`config.mk`:
```
export PLATFORM = sky130hd
export DESIGN_NAME = tick_gen_flat
export DESIGN_NICKNAME = d
export VERILOG_FILES = /design/src/rtl/tick_gen_if.sv /design/src/rtl/tick_gen.sv /design/src/flat_wrapper.sv
export SDC_FILE = /design/constraint.sdc
export NUM_CORES = 1
export LEC_CHECK = 0
export BUFFER_PORTS_ARGS = -buffer_cell sky130_fd_sc_hd__buf_2
export CAP_MARGIN = 0
export CORE_ASPECT_RATIO = 1.75
export CORE_MARGIN = 5
export CORE_UTILIZATION = 53
export DETAILED_ROUTE_END_ITERATION = 7
export PLACE_DENSITY = 0.88
export SLEW_MARGIN = 20
export SYNTH_ARGS = -nofsm -noshare
export SYNTH_HDL_FRONTEND = slang
export SYNTH_SLANG_ARGS = --single-unit
```
`constraint.sdc`:
```
create_clock -name clock -period 2.2 [get_ports clock]
set_input_delay 0.22 -clock clock [delete_from_list [all_inputs] [get_ports clock]]
set_output_delay 0.22 -clock clock [all_outputs]
set_load 0.02 [all_outputs]
```
`src/rtl/tick_gen_if.sv`:
```
// tick_gen_if -- configuration handshake bundle for tick_gen.
//   cfg_valid  master->slave  configuration offer
//   cfg_ready  slave->master  configuration accepted when valid & ready
//   cfg_div    master->slave  tick period minus one
//   cfg_burst  master->slave  burst length minus one
//   cfg_mode   master->slave  0 = continuous, 1 = burst
interface tick_gen_if #(
    parameter int DIV_W   = 8,
    parameter int BURST_W = 4
);
    logic               cfg_valid;
    logic               cfg_ready;
    logic [DIV_W-1:0]   cfg_div;
    logic [BURST_W-1:0] cfg_burst;
    logic               cfg_mode;

    modport master (
        output cfg_valid,
        output cfg_div,
        output cfg_burst,
        output cfg_mode,
        input  cfg_ready
    );

    modport slave (
        input  cfg_valid,
        input  cfg_div,
        input  cfg_burst,
        input  cfg_mode,
        output cfg_ready
    );
endinterface

```
`src/rtl/tick_gen.sv`:
```
// tick_gen -- programmable prescaler producing a one-cycle enable pulse for a
// downstream up-counter. Runs continuously or emits a fixed-length burst.
// Configuration is accepted over a valid/ready handshake while idle.
//
// Ports:
//   clock       posedge clock for all logic
//   reset       synchronous, active-high
//   cfg         tick_gen_if.slave configuration handshake (ready only in IDLE)
//   start       begin ticking, honoured in IDLE only
//   stop        abort run, honoured in RUN only (wins over a terminal count)
//   pause       (only with TICK_GEN_PAUSE_EN) freezes the prescaler in RUN
//   tick        one-cycle enable pulse, period cfg_div+1 clocks
//   busy        high in RUN
//   done        one-cycle pulse after the last tick of a burst
//   tick_count  ticks emitted this run, wraps modulo 2^BURST_W
//
// Build option: define TICK_GEN_PAUSE_EN to add the pause input.
//
// state  | meaning
// IDLE   | configurable, waiting for start
// RUN    | prescaler counting, ticks being issued
// DONE   | burst finished, done pulse visible for one cycle
module tick_gen #(
    parameter int DIV_W   = 8,
    parameter int BURST_W = 4
) (
    input  logic               clock,
    input  logic               reset,
    tick_gen_if.slave          cfg,
    input  logic               start,
    input  logic               stop,
`ifdef TICK_GEN_PAUSE_EN
    input  logic               pause,
`endif
    output logic               tick,
    output logic               busy,
    output logic               done,
    output logic [BURST_W-1:0] tick_count
);

    typedef enum logic [1:0] {S_IDLE, S_RUN, S_DONE} state_t;

    state_t             state, state_nxt;
    logic [DIV_W-1:0]   div_r, div_nxt;
    logic [BURST_W-1:0] burst_r, burst_nxt;
    logic               mode_r, mode_nxt;
    logic [DIV_W-1:0]   cnt, cnt_nxt;
    logic               tick_nxt, busy_nxt, done_nxt;
    logic [BURST_W-1:0] tick_count_nxt;
    // Set when the final burst tick is launched; the run ends on the edge at
    // which the downstream counter consumes that tick.
    logic               last_r, last_nxt;
    logic               pause_w;

`ifdef TICK_GEN_PAUSE_EN
    assign pause_w = pause;
`else
    assign pause_w = 1'b0;
`endif

    assign cfg.cfg_ready = (state == S_IDLE);

    always_ff @(posedge clock) begin
        if (reset) begin
            state <= S_IDLE;
        end else begin
            state <= state_nxt;
        end
    end

    always_comb begin
        state_nxt = state;
        case (state)
            S_IDLE: if (start) state_nxt = S_RUN;
            S_RUN: begin
                if (stop)                  state_nxt = S_IDLE;
                else if (!pause_w && last_r) state_nxt = S_DONE;
            end
            S_DONE:  state_nxt = S_IDLE;
            default: state_nxt = S_IDLE;
        endcase
    end

    always_comb begin
        div_nxt        = div_r;
        burst_nxt      = burst_r;
        mode_nxt       = mode_r;
        cnt_nxt        = cnt;
        tick_nxt       = 1'b0;
        tick_count_nxt = tick_count;
        last_nxt       = last_r;
        case (state)
            S_IDLE: begin
                if (cfg.cfg_valid) begin
                    div_nxt   = cfg.cfg_div;
                    burst_nxt = cfg.cfg_burst;
                    mode_nxt  = cfg.cfg_mode;
                end
                if (start) begin
                    cnt_nxt        = '0;
                    tick_count_nxt = '0;
                    last_nxt       = 1'b0;
                end
            end
            S_RUN: begin
                // No new tick once the last burst tick is out, otherwise
                // div=0 would leak one extra tick on the way to DONE.
                if (!stop && !pause_w && !last_r) begin
                    if (cnt == div_r) begin
                        cnt_nxt        = '0;
                        tick_nxt       = 1'b1;
                        tick_count_nxt = tick_count + 1'b1;
                        last_nxt       = mode_r && (tick_count == burst_r);
                    end else begin
                        cnt_nxt = cnt + 1'b1;
                    end
                end
            end
            default: begin
                last_nxt = 1'b0;
            end
        endcase
        busy_nxt = (state_nxt == S_RUN);
        done_nxt = (state_nxt == S_DONE);
    end

    always_ff @(posedge clock) begin
        if (reset) begin
            div_r      <= '0;
            burst_r    <= '0;
            mode_r     <= 1'b0;
            cnt        <= '0;
            tick       <= 1'b0;
            busy       <= 1'b0;
            done       <= 1'b0;
            tick_count <= '0;
            last_r     <= 1'b0;
        end else begin
            div_r      <= div_nxt;
            burst_r    <= burst_nxt;
            mode_r     <= mode_nxt;
            cnt        <= cnt_nxt;
            tick       <= tick_nxt;
            busy       <= busy_nxt;
            done       <= done_nxt;
            tick_count <= tick_count_nxt;
            last_r     <= last_nxt;
        end
    end

endmodule

```
`src/flat_wrapper.sv`:
```
// flat-port wrapper written by rule: the top's interface ports become plain ports
module tick_gen_flat 
#(
    parameter int DIV_W   = 8,
    parameter int BURST_W = 4
)
  (clock, reset, start, stop, tick, busy, done, tick_count, cfg_cfg_valid, cfg_cfg_div, cfg_cfg_burst, cfg_cfg_mode, cfg_cfg_ready);
  tick_gen_if #(.DIV_W(DIV_W), .BURST_W(BURST_W)) cfg_i ();
  input  logic clock;
  input  logic reset;
  input  logic start;
  input  logic stop;
  output logic tick;
  output logic busy;
  output logic done;
  output logic [BURST_W-1:0] tick_count;
  input wire logic [$bits(cfg_i.cfg_valid)-1:0] cfg_cfg_valid;
  input wire logic [$bits(cfg_i.cfg_div)-1:0] cfg_cfg_div;
  input wire logic [$bits(cfg_i.cfg_burst)-1:0] cfg_cfg_burst;
  input wire logic [$bits(cfg_i.cfg_mode)-1:0] cfg_cfg_mode;
  output wire logic [$bits(cfg_i.cfg_ready)-1:0] cfg_cfg_ready;
  assign cfg_i.cfg_valid = cfg_cfg_valid;
  assign cfg_i.cfg_div = cfg_cfg_div;
  assign cfg_i.cfg_burst = cfg_cfg_burst;
  assign cfg_i.cfg_mode = cfg_cfg_mode;
  assign cfg_cfg_ready = cfg_i.cfg_ready;
  tick_gen #(.DIV_W(DIV_W), .BURST_W(BURST_W)) u_core (.clock(clock), .reset(reset), .cfg(cfg_i), .start(start), .stop(stop), .tick(tick), .busy(busy), .done(done), .tick_count(tick_count));
endmodule
```
Word level (Yosys, flattened, before mapping)
Index checks and enable logic that the tools add are counted.

Add/subtract/negate cells: 2. $mul: 0. Div/mod/pow operators: 0. $lt $le $gt $ge: 0. Equal/unequal tests: 8. Shift-type cells: 0. Multiplexer cells: 17. Bitwise gates (word level): 2. Reductions and logical operators: 11.

Operator list (number): 8-bit two-way mux (3); 8-bit one-hot mux with 2 select lines (1); 4-bit two-way mux (3); 8-bit by 1-bit adder with 8-bit output (second input constant) (1); 8-bit == test (1); 4-bit one-hot mux with 2 select lines (1); 2-bit two-way mux (3); 3-bit AND reduction (2); 4-bit by 1-bit adder with 4-bit output (second input constant) (1); 2-bit by 1-bit == test with 1-bit output (second input constant) (2); 4-bit == test (1); 1-bit two-way mux (4); 2-bit by 1-bit inequality test with 1-bit output (second input constant) (2); 2-bit one-hot mux with 2 select lines (1); 4-bit AND reduction (1); 3-bit OR reduction (1); 2-bit == test (second input constant) (1); 1-bit logical AND (2); 1-bit logical NOT (2); 2-bit logical NOT (1); 2-bit inequality test (second input constant) (1); 1-bit inverter (2); 1-bit one-hot mux with 2 select lines (1); 2-bit AND reduction (1); 2-bit nonzero test (1).

Register bits: 31. Latch bits: 0. Bits in writable memories: 0. ROM bits: 0. Input bits: 18. Output and inout bits: 8. Memories kept: 0.

Longest topological paths before layout
Gate-level depths: netlist of the first run.

Depth in word-level cells: 5. Mapped depth: 6. Gate-level depth less buffers: 5.

Worst setup path before layout of the first run
No wires, ideal clock.

Path type: reg-to-reg. From: register u_core.state[0]. To: register u_core.last_r. Setup time: 0.095 ns. Arrival: 1.538 ns. Data required time: 2.105 ns. Path slack: 0.567 ns. Cell stages (with the launch flop): 6. Clock period less this slack: 1.633 ns. Cells stage by stage: dfxtp_1 > or3b_4 > or3_4 > nor3_2 > o21ai_1 > a221oi_1.

Word-level cells in the longest chain between the ends: 3.

RTL lines: start, declared (line tick_gen.sv:43) `state_t state, state_nxt;`; start signal, assigned (line tick_gen.sv:67) `state <= state_nxt;`; 2-bit by 1-bit == test with 1-bit output / 2-bit logical NOT (equally long branches) (line tick_gen.sv:92) `case (state)`; 2-bit by 1-bit inequality test with 1-bit output (no source line) / 2-bit inequality test (equally long branches); 3-bit AND reduction (no source line); end signal, assigned (line tick_gen.sv:147) `last_r <= last_nxt;`; end, declared (line tick_gen.sv:52) `logic last_r, last_nxt;`.

Several ways; a longest one is shown, not always the timed one. A chain may end at the register's enable or synchronous reset.

Final worst setup path of the first run
From: register u_core.cnt[1]. To: register u_core.tick_count[3].

Word-level cells in the longest chain between the ends: 3.

RTL lines: start, declared (line tick_gen.sv:47) `logic [DIV_W-1:0] cnt, cnt_nxt;`; start signal, assigned (line tick_gen.sv:142) `cnt <= cnt_nxt;`; 8-bit == test (line tick_gen.sv:109) `if (cnt == div_r) begin`; 2-bit by 1-bit inequality test with 1-bit output (no source line); 4-bit AND reduction (no source line); end signal, assigned (line tick_gen.sv:146) `tick_count <= tick_count_nxt;`; end, declared (line tick_gen.sv:38) `output logic [BURST_W-1:0] tick_count`.

No other way between the ends.

==> key figures, run 1 <==
Floorplan
  – Die span in y: 76.77 µm
  – Die Width: between 40 and 50 µm
  – Initial core utilization: 0.5483
  – Site Rows: 24
  – Core ar.: ~2500 µm²
  – IO Count: 26
  – DIE AREA: 3696 µm²

Timing
  – RSZ-0062 raised after global routing: no
  – Setup_tns: 0 ps
  – Hold slack: between 150 and 200 ps
  – Setup slack after layout: around 320 ps
  – Worst slew margin relative to its limit: 0.7138
  – Clk_skew: between 10 and 15 ps
  – Minimum clock period: between 1500 and 2000 ps
  – Hold Fails Final Rpt: 0
  – FMAX: 0.5321 GHz
  – Worst-Margin Slew: roughly 430 ps
  – Final period utilization: 0.8542
  – Final setup fails: 0
  – Pins over their slew limit: 0

Place
  – RD Place Congestion: approximately 0.9
  – Dpl cells: approximately 200
  – DPL Wire Length: between 2000 and 2500 µm
  – # port buffers: 25
  – Pre-CTS setup slack: 333.5 ps

Finish
  – Post-route non-filler standard cell count: between 200 and 250
  – Area Growth Syn to Fin: 18.16%
  – Layout cells sized above 1: 0.2043
  – ANT cells: 0
  – Nets: a little over 200

Worst setup path
  – R2R cell count: 5
  – Crit-path cells: xor2_1 -> nor4_1 -> and2_1 -> nand4_1 -> o311ai_0
  – Buffers and inverters on the worst path: 0
  – Worst path depth: 5
  – Crit end category: register
  – Arrival time at the worst endpoint: 2060 ps
  – CP Class: reg2reg
  – Crit. Startpoint: u_core.cnt[1]$_SDFFE_PP0P_
  – Largest stage delay on the critical path: between 400 and 500 ps
  – Worst R2R Start: u_core.cnt[1]$_SDFFE_PP0P_
  – Reg2reg end: u_core.tick_count[3]$_SDFFE_PP0P_
  – Critical path destination: u_core.tick_count[3]$_SDFFE_PP0P_
  – Slowest CP cell: nor4_1
  – Critical Path RT: between 2000 and 2500 ps
  – CP delay by family, top: simple AND/OR/NAND/NOR gates
  – Setup crit start kind: register
  – R2r setup slk: 320 ps
  – Crit-path max FO: 6

Power
  – Leakage power: around 0.00071 µW
  – VDD IR max: between 0.5 and 0.6 mV
  – Flop pwr share: 0.489
  – Sw frac: 0.2586
  – Clk pwr share: 0.388
  – Switch Pwr: between 300 and 400 µW
  – Internal: ~940 µW
  – Combinational power share: 0.123
  – Total power: approximately 1300 µW
  – Power Dens Cells: a little under 800 nW/µm²

Clocking
  – H-tree depth: 2
  – TritonCTS clock tree: built
  – Root Buffer: clkbuf_8
  – Worst-Skew Late Latency: ~290 ps
  – Bufs on Longest Clock Path: 2
  – Post-CTS setup repair buffer count: 0
  – CTS-repair resized insts: 0
  – Clock-pin slew on the worst setup and hold paths: about 70 ps
  – CTS Buf Count: 5
  – Clock sinks: 31
  – # hold bufs at CTS: 0

Routing
  – DRT antenna net count: 0
  – Vias: 1210
  – Vias per cell: ~5.7
  – DRT Pass-1 Iters: 4
  – Final wirelength: roughly 3100 µm
  – Avg WL per Cell: between 10 and 15 µm
  – DRC: 0
  – DR iter-0 viols: 28

Global routing
  – First-pass GRT wire length: between 5000 and 6000 µm
  – Total track usage: 0.1989
  – Pin count of the biggest net entering global routing: 21
  – Initial antenna violation count: 0
  – Number of global-route vias before repair: 1210
  – Grt ovf: 0

Logic synthesis
  – Sequential share of the synthesized area: 0.4597
  – Mapped Area: 1350 µm²
  – #FFs+latches synth: 31
  – Cell variety after synth: 32
  – Post-Syn Instances: 157
  – Yosys warns: 0
  – Syn Area/Cell: roughly 8.6 µm²
  – Syn nets: ~180

Worst hold path
  – HP Start: stop
  – Min-delay worst type: in2reg

Status
  – Status: finished, final reports clean

Job
  – Maxcap violations: 0
## metrics by stage
step | area, µm² | util
finish | 1595 | 0.6479
global route | 1595 | 0.6479
CTS | 1595 | 0.6479
detailed placement | 1495 | 0.6072
global placement | 1495 | 0.6072
floorplan | 1350 | -
## sequential cells by signal, summed over array words and instances, names as in the netlist
| register | count |
|---|---|
| u_core.div_r | 8 |
| u_core.mode_r | 1 |
| u_core.done | 1 |
| u_core.tick | 1 |
| u_core.burst_r | 4 |
| u_core.busy | 1 |
| u_core.tick_count | 4 |
| u_core.state | 2 |
| u_core.last_r | 1 |
| u_core.cnt | 8 |
## layout make-up
cell class	count	area, µm²
Fill cell	224	867.1
Sequential cell	31	620.6
Multi-Input combinational cell	119	701.9
Clock buffer	8	100.1
Inverter	2	7.507
Timing Repair Buffer	26	132.6
Tap cell	26	32.53
## cells by family (layout without fill, tap and decap cells)
logic type      count (synthesis)  in the layout  synth area share
compound gates                 24             24            0.1038
xor+xnor                       19             19            0.1233
fa+ha+maj                       2              2           0.01853
buf+inv                         7             36           0.02038
flops                          31             31            0.4597
mux                             1              1          0.007415
simple gates                   73             73            0.2669
## worst register-to-register path: stages, from the launching register on
cell and delay (ps):
dfxtp_1 370, xor2_1 190, nor4_1 420, and2_1 280, nand4_1 140, o311ai_0 370
## cell usage after synthesis
cell       n  area (µm²)
o21ai_0    2       10.01
or3b_2     1       8.760
nand3_1    4       20.02
or3b_4     1       11.26
nor2b_1    2       12.51
nor2_1    11       41.29
nor3b_1    2       15.01
mux2i_1    1       10.01
and2_1     3       18.77
nor3_2     1       10.01
clkbuf_1   4       15.01
and3_1     4       25.02
ha_1       2       25.02
a221oi_1   1       8.760
nor4_1     2       12.51
o311ai_0   1       8.760
o22a_1     1       8.760
nor2_2     1       6.260
xnor2_1    5       43.79
a211o_1    1       8.760
buf_2      1       5.000
or3_4      1       11.26
nand4_1    4       25.02
nand2b_1   2       12.51
o21ai_1    1       5.000
dfxtp_1   31       620.6
a21oi_1   16       80.08
a41o_1     1       10.01
nand2_1   32       120.1
xor2_1    14       122.6
inv_1      2       7.510
nor3_1     2       10.01
## power by group through the flow
stage                     Clock, µW  Combinational [µW]  Sequential (µW)
final                           492                 156              619
after global routing            528                 175              622
after CTS                       500                 156              618
after detailed placement          0                 155              631
after global placement            0                 150              629
after floorplan                   0                 102              631
## cell usage in the layout, fill, tap and decap left out, types with 2 or more instances in the layout
cell type / n
inv_1: 2
nand2b_1: 2
and3_1: 4
clkbuf_8: 7
and2_1: 3
nor3b_1: 2
dfxtp_1: 31
a21oi_1: 16
ha_1: 2
o21ai_0: 2
nand3_1: 4
nor3_1: 2
buf_2: 25
nand2_1: 32
xnor2_1: 5
nor2b_1: 2
nor4_1: 2
xor2_1: 14
nor2_1: 11
nand4_1: 4
## layer usage
layer | share of wire | global-route usage
met1 | 0.37 | 0.2070
met2 | 0.53 | 0.3207
met3 | 0.065 | 0.06792
met4 | 0.041 | 0.1132
met5 | 0 | 0
## worst min-delay path by stage
stage	to	slack [ps]	cells after the start
final	u_core.state[1]$_SDFF_PP0_	150	2
after global routing	u_core.state[1]$_SDFF_PP0_	140	2
after CTS	u_core.state[1]$_SDFF_PP0_	140	2
after detailed placement	u_core.state[1]$_SDFF_PP0_	450	2
after global placement	u_core.last_r$_SDFFE_PP0P_	440	2
after floorplan	u_core.done$_SDFF_PP0_	300	1
No activity file was read; power rests on OpenSTA's default activity.
==> run 2, diff against run 1 <==
--- a/config.mk
+++ b/config.mk
@@ -5,11 +5,12 @@
 export SDC_FILE = /design/constraint.sdc
 export NUM_CORES = 1
 export LEC_CHECK = 0
+export ABC_AREA = 1
 export BUFFER_PORTS_ARGS = -buffer_cell sky130_fd_sc_hd__buf_2
 export CAP_MARGIN = 0
 export CORE_ASPECT_RATIO = 1.75
 export CORE_MARGIN = 5
-export CORE_UTILIZATION = 53
+export CORE_UTILIZATION = 54
 export DETAILED_ROUTE_END_ITERATION = 7
 export PLACE_DENSITY = 0.88
 export SLEW_MARGIN = 20
==> run 2 against run 1 <==
Net effect: sequential cell count is the same; maximum frequency grew 13%; register-to-register slack gained 220 ps; first-iteration DRC count grew 71%; core utilization shrank 0.69 points; area after synthesis grew 12%; critical path depth grew 2; final cell count grew 21%; sequential power grew 1%; routed wire length grew 6.7%; global-route usage shrank 1.6 points; critical path type unchanged; largest cell class unchanged; largest power group unchanged; highest routed layer unchanged.
==> key figures, run 2 <==
Floorplan
  – DIE AREA: 4007 µm²
  – Site Rows: 25
  – Die span in y: 80.08 µm
  – IO Count: 26
  – Core ar.: around 2700 µm²
  – Initial core utilization: 0.5633
  – Die Width: 50.04 µm

Logic synthesis
  – Post-synth top cells: nand2_1, dfxtp_1, nor2_1, inv_1, o21ai_0
  – Ys flop type: dfxtp_1
  – Mapped Area: 1515 µm²
  – Syn nets: roughly 220
  – Post-Syn Instances: between 200 and 250
  – #FFs+latches synth: 31
  – Synth top area share: 0.4096
  – Count leader, synth: nand2_1
  – EDFF count, synth: 0
  – Cell variety after synth: 31
  – Syn Area/Cell: ~7.5 µm²
  – Yosys warns: 0
  – FFs w/ async S/R, synth: 0
  – Top cells by area, synth: dfxtp_1, nand2_1, nor2_1
  – Area leader, netlist: dfxtp_1
  – Sequential share of the synthesized area: 0.4096

Global routing
  – Grt ovf: 0
  – Initial antenna violation count: 0
  – Pin count of the biggest net entering global routing: 21
  – First-pass GRT wire length: 5644 µm
  – Number of global-route vias before repair: roughly 1400
  – Total track usage: 0.1832

Worst setup path
  – R2r setup slk: 540 ps
  – Critical Path RT: approximately 2400 ps
  – Arrival time at the worst endpoint: around 1800 ps
  – Crit-path max FO: 20
  – Setup crit start kind: register
  – CP Class: reg2reg
  – Crit end category: register

Finish
  – Area Growth Syn to Fin: 13.79%
  – Most common cell after layout, fill and taps aside: nand2_1
  – ANT cells: 0
  – Layout cells sized above 1: 0.2445
  – Largest regs: u_core.cnt: 8 flops, u_core.div_r: 8 flops
  – Most frequent cells in the layout: nand2_1, nor2_1, dfxtp_1
  – Final Util: 0.6409
  – Nets: between 200 and 250

Timing
  – Worst slew margin relative to its limit: 0.5971
  – Final setup fails: 0
  – Final period utilization: 0.7548
  – Hold Fails Final Rpt: 0
  – Setup_tns: 0 ps
  – Setup slack after layout: roughly 540 ps
  – Clk_skew: 6.497 ps
  – RSZ-0062 raised after global routing: no
  – Worst-Margin Slew: between 600 and 700 ps
  – Minimum clock period: roughly 1700 ps
  – FMAX: 0.6022 GHz
  – Pins over their slew limit: 0

Status
  – Status: finished, final reports clean

Power
  – Leakage power: 0.0007803 µW
  – VDD IR max: approximately 0.53 mV
  – Power Dens Cells: 747.5 nW/µm²

Routing
  – Final wirelength: roughly 3300 µm
  – DRC: 0
  – DRT Pass-1 Iters: 5
  – Vias per cell: around 5.3
  – DRT antenna net count: 0
  – Avg WL per Cell: approximately 13 µm
  – DR iter-0 viols: 48
  – Vias: 1363

Place
  – DPL Wire Length: around 2500 µm
  – Pre-CTS setup slack: roughly 580 ps
  – RD Place Congestion: between 0.8 and 0.9
  – # port buffers: 25

Clocking
  – Clock sinks: 31
  – Root Buffer: clkbuf_8
  – H-tree depth: 2
  – TritonCTS clock tree: built
  – CTS-repair resized insts: 0
  – Post-CTS setup repair buffer count: 0
  – Clock-pin slew on the worst setup and hold paths: about 60 ps
  – Bufs on Longest Clock Path: 2
  – Worst-Skew Late Latency: a little under 300 ps
  – # hold bufs at CTS: 0
  – CTS Buf Count: 5

Job
  – Maxcap violations: 0

Worst hold path
  – Min-delay worst type: in2reg
## run 2: cell count changes after synthesis, sizes merged, moves of 5 or more
cell	change
nand3	+5
inv	+23
nand2	+6
o21ai	+14
nor2	+27
xor2	-9
## run 2: per-layer routing
layer | GRT usage | vias up | wire [µm]
met5 | 0 | - | 0
met4 | 0.1129 | 0 | 99
met3 | 0.05009 | 12 | 115
met2 | 0.3186 | 33 | 1882
met1 | 0.1869 | 627 | 1227
li1 | - | 691 | -
## run 2: cell type report
class	count	area, µm²
clock buffer	5	68.82
clock inverter	3	15.01
fill	243	965.9
inverter	25	96.34
multi-input combinational	140	764.5
sequential	31	620.6
tap	27	33.78
timing repair buffer	25	125.1
## run 2: through the flow
step           total power (µW)  cells  cell area (µm²)  hold slack [ps]
2_1_floorplan             812.8    202             1515            298.5
3_3_place_gp              861.7    248             1640            422.2
3_5_place_dp              870.9    248             1640            422.2
4_1_cts                    1300    256             1724            118.8
5_1_grt                    1361    256             1724            127.1
6_report                   1289    256             1724            123.5
## run 2: cells by family after synthesis
family,count (synthesis),share of synthesized area
simple gates,96,0.3097
compound gates,31,0.1148
buf+inv,31,0.08588
flops,31,0.4096
xor+xnor,11,0.06358
fa+ha+maj,2,0.01651
## run 2: worst paths after layout
check             cells after the start                           end                  startpoint
setup / recovery                      7  u_core.div_r[2]$_SDFFE_PP0P_  u_core.state[1]$_SDFF_PP0_
hold / removal                        2    u_core.state[1]$_SDFF_PP0_                        stop
setup reg to reg                      7  u_core.div_r[2]$_SDFFE_PP0P_  u_core.state[1]$_SDFF_PP0_
hold reg to reg                       2    u_core.mode_r$_SDFFE_PP0P_  u_core.mode_r$_SDFFE_PP0P_
## run 2: worst max-delay path, cell delays in order (launching register included)
cell and delay, ps:
dfxtp_1 390, inv_1 70, nand2_1 140, inv_2 60, nand2_1 420, inv_1 250, nor2_1 160, nor2_1 60
## run 2: power by group
group	switching, µW	leakage, µW	internal, µW
registers	30.8	0.000254	597
clock network	213	0.0000477	216
logic	149	0.000478	83.8
total	392	0.000780	897
